==> config.mk <==
export PLATFORM = sky130hd
export DESIGN_NAME = gf2m_exp_seq
export DESIGN_NICKNAME = d
export VERILOG_FILES = /design/src/rtl/gf_pkg.sv /design/src/rtl/gf2m_mulmod.sv /design/src/rtl/gf2m_exp_seq.sv
export SDC_FILE = /design/constraint.sdc
export NUM_CORES = 1
export LEC_CHECK = 0
export BUFFER_PORTS_ARGS = -buffer_cell sky130_fd_sc_hd__buf_4
export CORE_MARGIN = 2
export CORE_UTILIZATION = 50
export CTS_BUF_LIST = sky130_fd_sc_hd__clkbuf_4 sky130_fd_sc_hd__clkbuf_8
export DETAILED_ROUTE_END_ITERATION = 6
export PLACE_DENSITY = 0.74
export SLEW_MARGIN = 10
export SYNTH_ARGS = -nofsm -noshare
export SYNTH_HDL_FRONTEND = slang
export SYNTH_SLANG_ARGS = --single-unit
==> constraint.sdc <==
create_clock -name clk -period 2.2 [get_ports clk]
set_input_delay 0.11 -clock clk [delete_from_list [all_inputs] [get_ports clk]]
set_output_delay 0.11 -clock clk [all_outputs]
set_load 0.01 [all_outputs]
==> src/rtl/gf_pkg.sv <==
// ============================================================================
// Module : gf_pkg
// Brief  : Shared defaults, FSM state type and leading-one helper for GF(2^M)
//          exponentiation.
// Rev    : 1.0  initial release
// ============================================================================
`default_nettype none

package gf_pkg;

    localparam int         GF_M_DEFAULT    = 4;
    localparam logic [4:0] GF_POLY_DEFAULT = 5'b10011;   // x^4 + x + 1

    typedef enum logic [1:0] {
        IDLE = 2'd0,
        RUN  = 2'd1,
        DONE = 2'd2
    } gf_exp_state_t;

    // Bit-length of v: index of the highest set bit plus one, 0 when v == 0.
    function automatic int gf_bitlen(input logic [31:0] v);
        int n;
        n = 0;
        for (int i = 0; i < 32; i++) begin
            if (v[i]) n = i + 1;
        end
        return n;
    endfunction

endpackage

`default_nettype wire

==> src/rtl/gf2m_mulmod.sv <==
// ============================================================================
// Module : gf2m_mulmod
// Brief  : Combinational GF(2^M) multiplier, carry-less product reduced by POLY.
// Rev    : 1.0  initial release
// ============================================================================
`default_nettype none

module gf2m_mulmod
    import gf_pkg::*;
#(
    parameter int         M    = GF_M_DEFAULT,
    parameter logic [M:0] POLY = GF_POLY_DEFAULT
) (
    input  logic [M-1:0] x,
    input  logic [M-1:0] y,
    output logic [M-1:0] p
);

    logic [M-1:0] w_acc;

    // Horner form, MSB of y first: shift (reducing x^M back into the field), then add x.
    always_comb begin
        w_acc = '0;
        for (int i = M - 1; i >= 0; i--) begin
            w_acc = (w_acc << 1)
                  ^ (w_acc[M-1] ? POLY[M-1:0] : '0)
                  ^ (y[i] ? x : '0);
        end
    end

    assign p = w_acc;

endmodule

`default_nettype wire

==> src/rtl/gf2m_exp_seq.sv <==
// ============================================================================
// Module : gf2m_exp_seq
// Brief  : Sequential GF(2^M) exponentiation Z = A^E mod P, MSB-first
//          square-and-multiply, one exponent bit per clock.
//          Optional macro GF_EXP_SKIP_LZ_EN skips leading zero exponent bits.
// Rev    : 1.0  initial release
// ============================================================================
`default_nettype none

module gf2m_exp_seq
    import gf_pkg::*;
#(
    parameter int         M    = GF_M_DEFAULT,
    parameter logic [M:0] POLY = GF_POLY_DEFAULT,
    parameter int         EW   = 4
) (
    input  logic          clk,
    input  logic          rst,
    input  logic          in_valid,
    output logic          in_ready,
    input  logic [M-1:0]  a,
    input  logic [EW-1:0] e,
    output logic          out_valid,
    input  logic          out_ready,
    output logic [M-1:0]  z,
    output logic          busy
);

    localparam int c_cnt_w = $clog2(EW + 1);

    gf_exp_state_t      r_state;
    gf_exp_state_t      w_state_nxt;

    logic [M-1:0]       r_acc;
    logic [M-1:0]       r_base;
    logic [M-1:0]       r_z;
    logic [EW-1:0]      r_exp_sh;
    logic [c_cnt_w-1:0] r_cnt;

    logic [M-1:0]       w_sq;
    logic [M-1:0]       w_mul;
    logic [M-1:0]       w_acc_nxt;
    logic [c_cnt_w-1:0] w_cnt_load;
    logic [EW-1:0]      w_exp_load;
    logic               w_accept;
    logic               w_last;

    gf2m_mulmod #(.M(M), .POLY(POLY)) u_sq (
        .x (r_acc),
        .y (r_acc),
        .p (w_sq)
    );

    gf2m_mulmod #(.M(M), .POLY(POLY)) u_mul (
        .x (w_sq),
        .y (r_base),
        .p (w_mul)
    );

    assign w_acc_nxt = r_exp_sh[EW-1] ? w_mul : w_sq;
    assign w_accept  = in_valid && in_ready;
    assign w_last    = (r_cnt == c_cnt_w'(1));

`ifdef GF_EXP_SKIP_LZ_EN
    int w_bitlen;

    // e == 0 still runs one squaring of acc = 1 so the result path is shared.
    assign w_bitlen   = gf_bitlen(32'(e));
    assign w_cnt_load = (w_bitlen == 0) ? c_cnt_w'(1) : c_cnt_w'(w_bitlen);
    assign w_exp_load = e << (EW - w_bitlen);
`else
    assign w_cnt_load = c_cnt_w'(EW);
    assign w_exp_load = e;
`endif

    // State register
    always_ff @(posedge clk) begin
        if (rst) r_state <= IDLE;
        else     r_state <= w_state_nxt;
    end

    // Next-state logic
    always_comb begin
        w_state_nxt = r_state;
        case (r_state)
            IDLE:    if (w_accept)  w_state_nxt = RUN;
            RUN:     if (w_last)    w_state_nxt = DONE;
            DONE:    if (out_ready) w_state_nxt = IDLE;
            default:                w_state_nxt = IDLE;
        endcase
    end

    // Datapath registers
    always_ff @(posedge clk) begin
        if (rst) begin
            r_acc    <= M'(1);
            r_base   <= '0;
            r_exp_sh <= '0;
            r_cnt    <= '0;
            r_z      <= '0;
        end else begin
            case (r_state)
                IDLE: begin
                    if (w_accept) begin
                        r_base   <= a;
                        r_acc    <= M'(1);
                        r_exp_sh <= w_exp_load;
                        r_cnt    <= w_cnt_load;
                    end
                end
                RUN: begin
                    r_acc    <= w_acc_nxt;
                    r_exp_sh <= r_exp_sh << 1;
                    r_cnt    <= r_cnt - c_cnt_w'(1);
                    if (w_last) r_z <= w_acc_nxt;
                end
                default: ;
            endcase
        end
    end

    // Output logic
    always_comb begin
        in_ready  = (r_state == IDLE) && !rst;
        out_valid = (r_state == DONE);
        busy      = (r_state == RUN) || (r_state == DONE);
    end

    assign z = r_z;

endmodule

`default_nettype wire

==> impl_metrics.json, run 1 <==
{
  "outcome": "finished clean",
  "grt_use_total_pct": 20.4,
  "cts_setup_buffers": 0,
  "whs_endpoint": "r_base[1]",
  "leakage_nw": 0.579,
  "endpoint_kind": "flip-flop",
  "hold_class": "in2reg",
  "vias_per_cell": 5.67,
  "path_class": "reg2reg",
  "ys_types": 44,
  "numPortBuffers": 18,
  "cp-start-kind": "flip-flop",
  "start_util_pct": 52.2,
  "ys_seq_area_share_pct": 29.7,
  "maxCapViolCount": 0,
  "grt_pass1_vias": 1168,
  "dpl.hpwl_mm": 2.30,
  "syn_area_um2": 1410,
  "insertedDiodeCount": 0,
  "p_switching_uw": 573,
  "fin_hold_ws_ns": 0.0464,
  "place_inst": 217,
  "core_um2": 2710,
  "crit_path_max_fanout": 10,
  "die_area_um2": 3270,
  "io_pins": 19,
  "die_h_um": 57.2,
  "cts_hold_buffers": 0,
  "worstHoldPathCells": 3,
  "synthFlopType": "dfxtp_1",
  "ant_nets": 0,
  "syn-num-nets": 198,
  "power_frac_clock_pct": 14.3,
  "wl_per_cell_um": 13.5,
  "area_growth_pct": 8.85,
  "drc": 0,
  "via_count": 1254,
  "critPathSlowestCell": "or4_1",
  "fmax_mhz": 498,
  "worstHoldStart": "a[1]",
  "setup_tns_ns": 0,
  "die_x_um": 57.2,
  "routabilityCongestion": 0.826,
  "postSynthCellCount": 178,
  "worst_ep_required_time_ns": 2.45,
  "drt_iter0_markers": 34,
  "crit_family": "simple AND/OR/NAND/NOR gates",
  "ir_drop_v": 0.000713,
  "yosys_register_bits": 21,
  "internal_power_uw": 783,
  "finalHoldViolations": 0,
  "finClkSkew_ns": 0.00251,
  "ys.warnings.count": 0,
  "grt_first_pass_wirelength_mm": 5.36,
  "layout.nets": 211,
  "first_pass_iters": 4,
  "regToRegSetupSlack_ns": 0.19,
  "cts_sinks": 21,
  "wirelength_mm": 2.99,
  "cts_tree": "done",
  "power_frac_comb_pct": 45.6,
  "h-tree-depth": 1,
  "cts-root-buf": "clkbuf_4",
  "p_sw_share_pct": 42.3,
  "layout_common_cells": "22 x nand2_1, 21 x dfxtp_1, 19 x nor2_1, 19 x buf_4, 14 x a21oi_1",
  "numCtsBuffers": 3,
  "p_per_area_nw_per_um2": 881,
  "setup_viol": 0,
  "slew_viol_final": 0,
  "crit_buf_inv": 0,
  "clock_latency_ns": 0.31,
  "r2r-end": "z[2]",
  "avgSynthCellArea_um2": 7.94,
  "arrival_ns": 2.26,
  "rsz0062_at_grt": "false",
  "antenna_found_initial": 0,
  "rows": 19,
  "slew_headroom_pct": 59.3,
  "grt_max_degree": 26,
  "cts_repair_resize_count": 0,
  "worstSetupStartpoint": "r_acc[1]",
  "path_cells": "ha_1, nor2_1, mux2i_1, o22ai_1, xnor2_1, or4_1, a31oi_1",
  "min_period_ns": 2.01,
  "layout.cells.non_filler": 221,
  "ys_async_sr_fraction_pct": 0,
  "cpPeakStageDelay_ns": 0.49,
  "clk_path_buf_depth": 2,
  "tightest_slew_ns": 0.606,
  "post-route-period-util_pct": 91.4,
  "r2r_cells": 7,
  "grt_overflow": 0,
  "final_common_cell": "nand2_1",
  "p_seq_share_pct": 40.1,
  "layout-drive-gt1-share_pct": 13.7,
  "r2r_start": "r_acc[1]",
  "synth_edf_count": 0,
  "clk_pin_slew_ns": 0.12
}
-- synth_stat cells (3+ instances only) --
library cell,n,area (µm²)
xor2_1,3,26.3
o21ai_1,3,15.0
ha_1,8,100
inv_1,10,37.5
nand3_1,5,25.0
buf_4,4,30.0
o21ai_0,4,20.0
nand3b_1,3,22.5
mux2i_1,8,80.1
dfxtp_1,21,420
nand2b_1,5,31.3
nand2_1,22,82.6
a211oi_1,7,52.6
a21oi_1,14,70.1
xnor2_1,5,43.8
nor2_1,19,71.3
-- flip-flops by register name, indices dropped and copies added, names as in the netlist --
name,flops
r_acc,4
r_base,4
r_exp_sh,4
z,4
r_cnt,3
r_state,2
-- power groups by stage --
| stage | clock network (mW) | registers, mW | logic (mW) |
|---|---|---|---|
| 6_report | 0.195 | 0.543 | 0.618 |
| 2_1_floorplan | 0 | 0.507 | 0.526 |
| 4_1_cts | 0.194 | 0.543 | 0.624 |
| 5_1_grt | 0.207 | 0.556 | 0.712 |
| 3_3_place_gp | 0 | 0.543 | 0.595 |
| 3_5_place_dp | 0 | 0.552 | 0.621 |
-- final cells by class --
class	count	area (µm²)
clock buffer	3	22.5
clock inverter	1	5.00
fill	278	1170
inverter	10	37.5
multi-input combinational	136	872
sequential	21	420
tap	31	38.8
timing repair buffer	19	143
-- layer usage --
layer / vias up / global-route usage (%) / share of wire (%)
met4: 0 / 7.31 / 2.0
met5: - / 0 / 0
li1: 648 / - / -
met2: 28 / 34.2 / 50
met1: 570 / 26.9 / 45
met3: 8 / 2.95 / 3.0
-- stage by stage --
step | power (mW) | setup slack (ns) | instance area (µm²) | utilization [%]
2_1_floorplan | 1.03 | 0.396 | 1410 | -
3_3_place_gp | 1.14 | 0.342 | 1510 | 55.8
3_5_place_dp | 1.17 | 0.230 | 1510 | 55.8
4_1_cts | 1.36 | 0.218 | 1540 | 56.8
5_1_grt | 1.47 | 0.0546 | 1540 | 56.8
6_report | 1.36 | 0.190 | 1540 | 56.8
-- worst min-delay path: stages --
cell	delay, ns
buf_4	0.11
nand3_1	0.06
a21oi_1	0.05
-- cells by family after synthesis --
group	share of synthesized area [%]
AND/OR/NAND/NOR	23.0
flip-flops	29.7
AO/OA/AOI/OAI	19.4
XOR/XNOR	4.96
adder cells (fa/ha/maj)	7.08
buffers and inverters	8.58
multiplexers	7.26
-- worst max path at each step --
| stage | cells after the start | endpoint |
|---|---|---|
| floorplan | 8 | z[2] |
| detailed placement | 7 | z[2] |
| global placement | 7 | z[2] |
| global route | 6 | z[3] |
| finish | 7 | z[2] |
| CTS | 7 | z[2] |
(Power assumes the default switching activity.)
==> inputs of run 2 (changes only) <==
--- a/config.mk
+++ b/config.mk
@@ -10,8 +10,9 @@
 export CORE_UTILIZATION = 50
 export CTS_BUF_LIST = sky130_fd_sc_hd__clkbuf_4 sky130_fd_sc_hd__clkbuf_8
 export DETAILED_ROUTE_END_ITERATION = 6
-export PLACE_DENSITY = 0.74
+export PLACE_DENSITY = 0.73
 export SLEW_MARGIN = 10
 export SYNTH_ARGS = -nofsm -noshare
 export SYNTH_HDL_FRONTEND = slang
+export SYNTH_HIERARCHICAL = 1
 export SYNTH_SLANG_ARGS = --single-unit
==> run 2 against run 1 <==
Effect of this change:
- the run now ends with negative setup slack left
- die area up 8.1%
- hold slack better by 0.0036 ns
- clock skew up 0.0060 ns
- power down 0.62%
- first-iteration DRC count up 56%
- register-to-register slack worse by 0.49 ns
==> impl_metrics.json, run 2 <==
{
  "post-route-period-util_pct": 114,
  "dpl_cell_area_um2": 1780,
  "p_seq_share_pct": 36.7,
  "via_count": 1345,
  "insertedDiodeCount": 0,
  "min_period_ns": 2.50,
  "ant_nets": 0,
  "synth_area_leaders": "dfxtp_1 27%, nand2_1 9.3%, xnor2_1 6.8%",
  "p_switching_uw": 516,
  "worstHoldStart": "a[1]",
  "final_common_cell": "buf_4",
  "die_area_um2": 3530,
  "clk_pin_slew_ns": 0.12,
  "path_class": "reg2reg",
  "grt_overflow": 0,
  "arrival_ns": 2.71,
  "place_inst": 233,
  "drc": 0,
  "layout.nets": 232,
  "wl_per_cell_um": 13.8,
  "postSynthCellCount": 178,
  "cts_sinks": 21,
  "cts_tree": "done",
  "endpoint_kind": "flip-flop",
  "layout-drive-gt1-share_pct": 35.2,
  "yosysTopAreaCell": "dfxtp_1",
  "cts-root-buf": "clkbuf_4",
  "worstSetupStartpoint": "r_acc[1]",
  "start_util_pct": 51.6,
  "critPathSlowestCell": "xnor3_2",
  "syn_area_um2": 1540,
  "synth_edf_count": 0,
  "grt_first_pass_wirelength_mm": 5.63,
  "synthFlopType": "dfxtp_1",
  "power_frac_clock_pct": 14.8,
  "first_pass_iters": 5,
  "dpl.hpwl_mm": 2.38,
  "drt_iter0_markers": 53,
  "numPortBuffers": 18,
  "avgSynthCellArea_um2": 8.63,
  "violations": "negative setup slack",
  "core_um2": 2980,
  "syn-num-nets": 196,
  "outcome": "complete, but fails checks",
  "setup_viol": 8,
  "crit_buf_inv": 1,
  "ys.warnings.count": 6,
  "grt_max_degree": 27,
  "vias_per_cell": 5.47,
  "finClkSkew_ns": 0.00853,
  "worst_ep_required_time_ns": 2.41,
  "ys_async_sr_fraction_pct": 0,
  "numCtsBuffers": 3,
  "rsz0062_at_grt": "true",
  "yosys_register_bits": 21,
  "routabilityCongestion": 0.872,
  "antenna_found_initial": 0,
  "fmax_mhz": 399,
  "hold_class": "in2reg",
  "clock_latency_ns": 0.31,
  "die_h_um": 59.4,
  "finalHoldViolations": 0,
  "worst_slack_ns": -0.305,
  "p_per_area_nw_per_um2": 689,
  "tightest_slew_ns": 0.410,
  "slew_headroom_pct": 72.1,
  "p_total_mw": 1.35,
  "die_x_um": 59.4,
  "fin_hold_ws_ns": 0.0500,
  "p_sw_share_pct": 38.3,
  "slew_viol_final": 0,
  "layout_common_cells": "39 x buf_4, 33 x nand2_1, 17 x dfxtp_1",
  "maxCapViolCount": 0,
  "io_pins": 19,
  "cp-start-kind": "flip-flop",
  "wirelength_mm": 3.39,
  "area_growth_pct": 27.4,
  "grt_use_total_pct": 21.4,
  "cts_hold_buffers": 0,
  "synth_most_common_cell": "nand2_1",
  "internal_power_uw": 832,
  "ys_seq_area_share_pct": 27.4,
  "layout.cells.non_filler": 246,
  "crit_path_max_fanout": 6,
  "ir_drop_v": 0.000552,
  "fin_area_um2": 1960,
  "power_frac_comb_pct": 48.6,
  "grt_pass1_vias": 1283,
  "crit_family": "XOR/XNOR gates",
  "rows": 20,
  "cpPeakStageDelay_ns": 0.45,
  "leakage_nw": 0.834,
  "synthTopCellsByCount": "38 x nand2_1, 21 x dfxtp_1, 12 x xnor2_1, 9 x nor2b_1, 8 x nor2_1",
  "r2r_start": "r_acc[1]",
  "clk_path_buf_depth": 2,
  "h-tree-depth": 1,
  "path_cells": "buf_4, nand2_1, xnor2_2, xnor3_2, nand2_1, xnor3_2, xnor3_1, mux2_2, a32oi_2, nor2_1",
  "ys_types": 35,
  "synth_top_area_share_pct": 27.4
}
[run 2: changes by cell type after synthesis, sizes merged, moves of 4 or more]
cell / delta
nor2b: +7
xnor2: +7
o21ai: -6
a21oi: -9
nand2: +16
nor2: -11
nor3: +5
xnor3: +6
a32oi: +4
a211oi: -4
a221oi: +4
[run 2: cells by family after synthesis]
logic type	after synthesis	share of synthesized area (%)
AOI/OAI and AO/OA	24	11.9
muxes	9	6.35
and+or+nand+nor	83	27.2
adders and majority gates	6	4.89
buffers and inverters	15	5.37
DFF	21	27.4
xor gates and xnor gates	20	16.9
[run 2: stage by stage]
stage	setup WS (ns)	setup TNS, ns	util (%)
4_1_cts	-0.274	-1.54	63.8
5_1_grt	-0.407	-2.69	65.7
2_1_floorplan	-0.145	-0.511	-
6_report	-0.305	-1.72	65.7
3_5_place_dp	-0.318	-1.82	59.7
3_3_place_gp	-0.258	-1.28	59.7
[run 2: repair_timing]
item,in CTS,in global routing
gates resized for setup,14,8
setup buffers,7,2
setup endpoints to repair,8,8
pin swaps,5,8
[run 2: path summary, 6_finish.rpt]
| kind | endpoint | slack, ns | depth (start not counted) |
|---|---|---|---|
| max reg2reg | r_acc[1] | -0.30 | 10 |
| max | r_acc[1] | -0.30 | 10 |
| min | r_base[1] | 0.05 | 3 |
| min reg2reg | r_cnt[0] | 0.49 | 2 |
[run 2: power groups by stage]
stage | combinational [mW] | clock, mW | sequential [mW]
after detailed placement | 0.618 | 0 | 0.504
after global routing | 0.724 | 0.218 | 0.503
after global placement | 0.598 | 0 | 0.499
final | 0.655 | 0.199 | 0.494
after floorplan | 0.480 | 0 | 0.491
after CTS | 0.630 | 0.205 | 0.493
[run 2: cell type report]
class | instances | area [µm²]
Tap cell | 33 | 41.3
Timing Repair Buffer | 39 | 293
Fill cell | 261 | 1020
Multi-Input combinational cell | 142 | 1130
Sequential cell | 21 | 435
Clock buffer | 4 | 30.0
Inverter | 7 | 26.3
[run 2: per-layer routing]
metal	vias to the layer above	global-route usage, %	part of all wire [%]
li1	681	-	-
met1	643	23.9	44
met2	16	41.4	53
met3	5	2.18	1.7
met4	0	7.14	1.2
met5	-	0	0
[run 2: tightest hold or removal path, stage by stage]
cell and delay [ns]:
buf_4 0.11, nand3_1 0.05, a21oi_1 0.05
==> inputs of run 3 (changes only) <==
--- a/config.mk
+++ b/config.mk
@@ -5,12 +5,14 @@
 export SDC_FILE = /design/constraint.sdc
 export NUM_CORES = 1
 export LEC_CHECK = 0
+export ABC_AREA = 1
 export BUFFER_PORTS_ARGS = -buffer_cell sky130_fd_sc_hd__buf_4
 export CORE_MARGIN = 2
 export CORE_UTILIZATION = 50
 export CTS_BUF_LIST = sky130_fd_sc_hd__clkbuf_4 sky130_fd_sc_hd__clkbuf_8
 export DETAILED_ROUTE_END_ITERATION = 6
 export PLACE_DENSITY = 0.73
+export SETUP_SLACK_MARGIN = 0.1
 export SLEW_MARGIN = 10
 export SYNTH_ARGS = -nofsm -noshare
 export SYNTH_HDL_FRONTEND = slang
==> run 3 against run 2 <==
Effect of this change:
- the run still ends with negative setup slack left
- sequential power up 8.1%
- global-route usage up 0.072 points
- non-clock buffer count down 4
- sequential share of layout area down 1.8 points
- area after synthesis up 7.2%
- cell area up 8.0%
- hold slack worse by 0.025 ns
- cell count up 39%
- fmax up 10%
- via count up 24%
- critical path type unchanged
- largest cell class unchanged
- largest power group unchanged
==> impl_metrics.json, run 3 <==
{
  "synth_top_area_share_pct": 25.5,
  "layout.cells.non_filler": 343,
  "power_frac_comb_pct": 50.0,
  "min_period_ns": 2.27,
  "outcome": "complete, but fails checks",
  "wl_per_cell_um": 11.0,
  "cts-root-buf": "clkbuf_4",
  "final_common_cell": "nand2_1",
  "p_per_area_nw_per_um2": 694,
  "ys_seq_area_share_pct": 25.5,
  "power_frac_clock_pct": 13.6,
  "clk_path_buf_depth": 2,
  "die_h_um": 61.4,
  "finalHoldViolations": 0,
  "synth_area_leaders": "dfxtp_1 26%, nand2_1 21%, nand3_1 9.1%",
  "die_x_um": 61.4,
  "wirelength_mm": 3.76,
  "ys_types": 24,
  "whs_endpoint": "r_base[3]",
  "r2r_start": "r_acc[2]",
  "yosysTopAreaCell": "dfxtp_1",
  "drt_iter0_markers": 58,
  "place_inst": 331,
  "r2r_cells": 18,
  "vias_per_cell": 4.86,
  "finClkSkew_ns": 0.000778,
  "antenna_found_initial": 0,
  "leakage_nw": 1.06,
  "fmax_mhz": 441,
  "internal_power_uw": 807,
  "crit_path_max_fanout": 5,
  "numPortBuffers": 18,
  "grt_max_degree": 17,
  "r2r-end": "r_acc[1]",
  "maxCapViolCount": 0,
  "p_sw_share_pct": 45.0,
  "grt_use_total_pct": 21.5,
  "p_total_mw": 1.47,
  "numCtsBuffers": 3,
  "core_um2": 3100,
  "clk_pin_slew_ns": 0.12,
  "p_switching_uw": 660,
  "arrival_ns": 2.53,
  "insertedDiodeCount": 0,
  "ys_async_sr_fraction_pct": 0,
  "ant_nets": 0,
  "io_pins": 19,
  "worstHoldPathCells": 3,
  "dpl_cell_area_um2": 1870,
  "worst_slack_ns": -0.0700,
  "via_count": 1667,
  "rsz0062_at_grt": "true",
  "slew_headroom_pct": 67.8,
  "p_seq_share_pct": 36.4,
  "regToRegSetupSlack_ns": -0.07,
  "die_area_um2": 3770,
  "setup_tns_ns": -0.234,
  "post-route-period-util_pct": 103,
  "syn-num-nets": 283,
  "grt_first_pass_wirelength_mm": 5.95,
  "cts_sinks": 21,
  "ir_drop_v": 0.000764,
  "n_fill_cell": 303,
  "dpl.hpwl_mm": 2.66,
  "avgSynthCellArea_um2": 6.21,
  "synthTopCellsByCount": "94 x nand2_1, 38 x inv_1, 30 x nand3_1, 21 x dfxtp_1, 13 x o21ai_0",
  "synth_most_common_cell": "nand2_1",
  "clock_latency_ns": 0.32,
  "routabilityCongestion": 0.886,
  "worstHoldStart": "a[3]",
  "start_util_pct": 53.1,
  "path_class": "reg2reg",
  "dpl_worst_slack_ns": -0.128,
  "cp-start-kind": "flip-flop",
  "layout-drive-gt1-share_pct": 34.4,
  "slew_viol_final": 0,
  "postSynthCellCount": 265,
  "violations": "negative setup slack",
  "yosys_register_bits": 21,
  "grt_overflow": 0,
  "drc": 0,
  "synthFlopType": "dfxtp_1",
  "setup_viol": 6,
  "h-tree-depth": 1,
  "endpoint_kind": "flip-flop",
  "first_pass_iters": 4,
  "syn_area_um2": 1650,
  "synth_edf_count": 0,
  "hold_class": "in2reg",
  "worst_ep_required_time_ns": 2.46,
  "ys.warnings.count": 6,
  "grt_pass1_vias": 1448,
  "rows": 20,
  "layout_common_cells": "74 x nand2_1, 33 x inv_1, 32 x buf_4",
  "fin_area_um2": 2110,
  "layout.nets": 318,
  "tightest_slew_ns": 0.483,
  "area_growth_pct": 28.3,
  "cts_tree": "done"
}
[run 3: changes by cell type after synthesis, moves of 5 or more]
cell     change
nor3_1       -6
nor2b_1      -9
inv_1       +31
mux2i_1      -5
nand3_1     +24
nand2_1     +56
o21ai_0     +13
a21oi_2      +6
nand2_2     +11
a32oi_1      -5
[run 3: power by group through the flow]
stage | logic (mW) | registers, mW | clock network, mW
after CTS | 0.721 | 0.529 | 0.210
after detailed placement | 0.705 | 0.539 | 0
after global routing | 0.824 | 0.545 | 0.220
final | 0.734 | 0.534 | 0.199
after global placement | 0.689 | 0.539 | 0
after floorplan | 0.543 | 0.522 | 0
[run 3: worst max-delay path by stage]
stage	start	end
2_1_floorplan	r_acc[3]	z[3]
3_3_place_gp	r_acc[2]	z[3]
3_5_place_dp	r_acc[2]	z[1]
4_1_cts	r_acc[2]	r_acc[1]
5_1_grt	r_acc[2]	z[3]
6_report	r_acc[2]	r_acc[1]
[run 3: metrics by stage]
stage,util (%),hold WS [ns]
final,68.1,0.0254
after global routing,68.1,0.0248
after CTS,64.8,0.00938
after detailed placement,60.2,0.342
after global placement,60.2,0.343
after floorplan,-,0.248
[run 3: layout make-up]
cell class	instances	area (µm²)	area share, %
multi-input combinational	197	1160	54.7
clock inverter	1	5.00	0.237
tap	44	55.1	2.61
timing repair buffer	35	280	13.3
sequential	21	432	20.4
clock buffer	3	22.5	1.07
inverter	42	163	7.70
[run 3: timing repair]
item	CTS	global route
setup endpoints to repair	8	8
pin swaps	22	14
hold buffers	2	0
buffers inserted	5	1
endpoints found under the hold margin	2	0
gates resized for setup	23	31
[run 3: cell families (layout without fill, tap and decap cells)]
kind of cell / count (synthesis) / count (layout) / synth area share, %
and+or+nand+nor: 153 / 153 / 41.3
AOI/OAI and AO/OA: 26 / 26 / 9.95
DFF: 21 / 21 / 25.5
xor gates and xnor gates: 12 / 12 / 6.38
buffers and inverters: 47 / 81 / 12.3
adders and majority gates: 6 / 6 / 4.56
[run 3: critical path: stages, from the launching register on]
cell     delay (ns)
dfxtp_4        0.39
buf_4          0.13
nand2_1        0.06
xor2_1         0.17
xnor2_1        0.19
nand2_1        0.10
nand2_2        0.11
nand4_1        0.16
nand2_1        0.16
nand2_2        0.08
nand2_1        0.08
nand2_2        0.07
nand2_2        0.05
nand2_1        0.04
nand2_1        0.06
nand2_1        0.06
o21ai_2        0.09
nand3_2        0.08
a21oi_2        0.12
[run 3: layer usage]
metal | vias to the layer above | part of all wire, % | global-route usage, %
met4 | 0 | 1.3 | 7.29
met1 | 736 | 44 | 27.0
li1 | 893 | - | -
met5 | - | 0 | 0
met2 | 33 | 50 | 38.0
met3 | 5 | 4.0 | 2.73
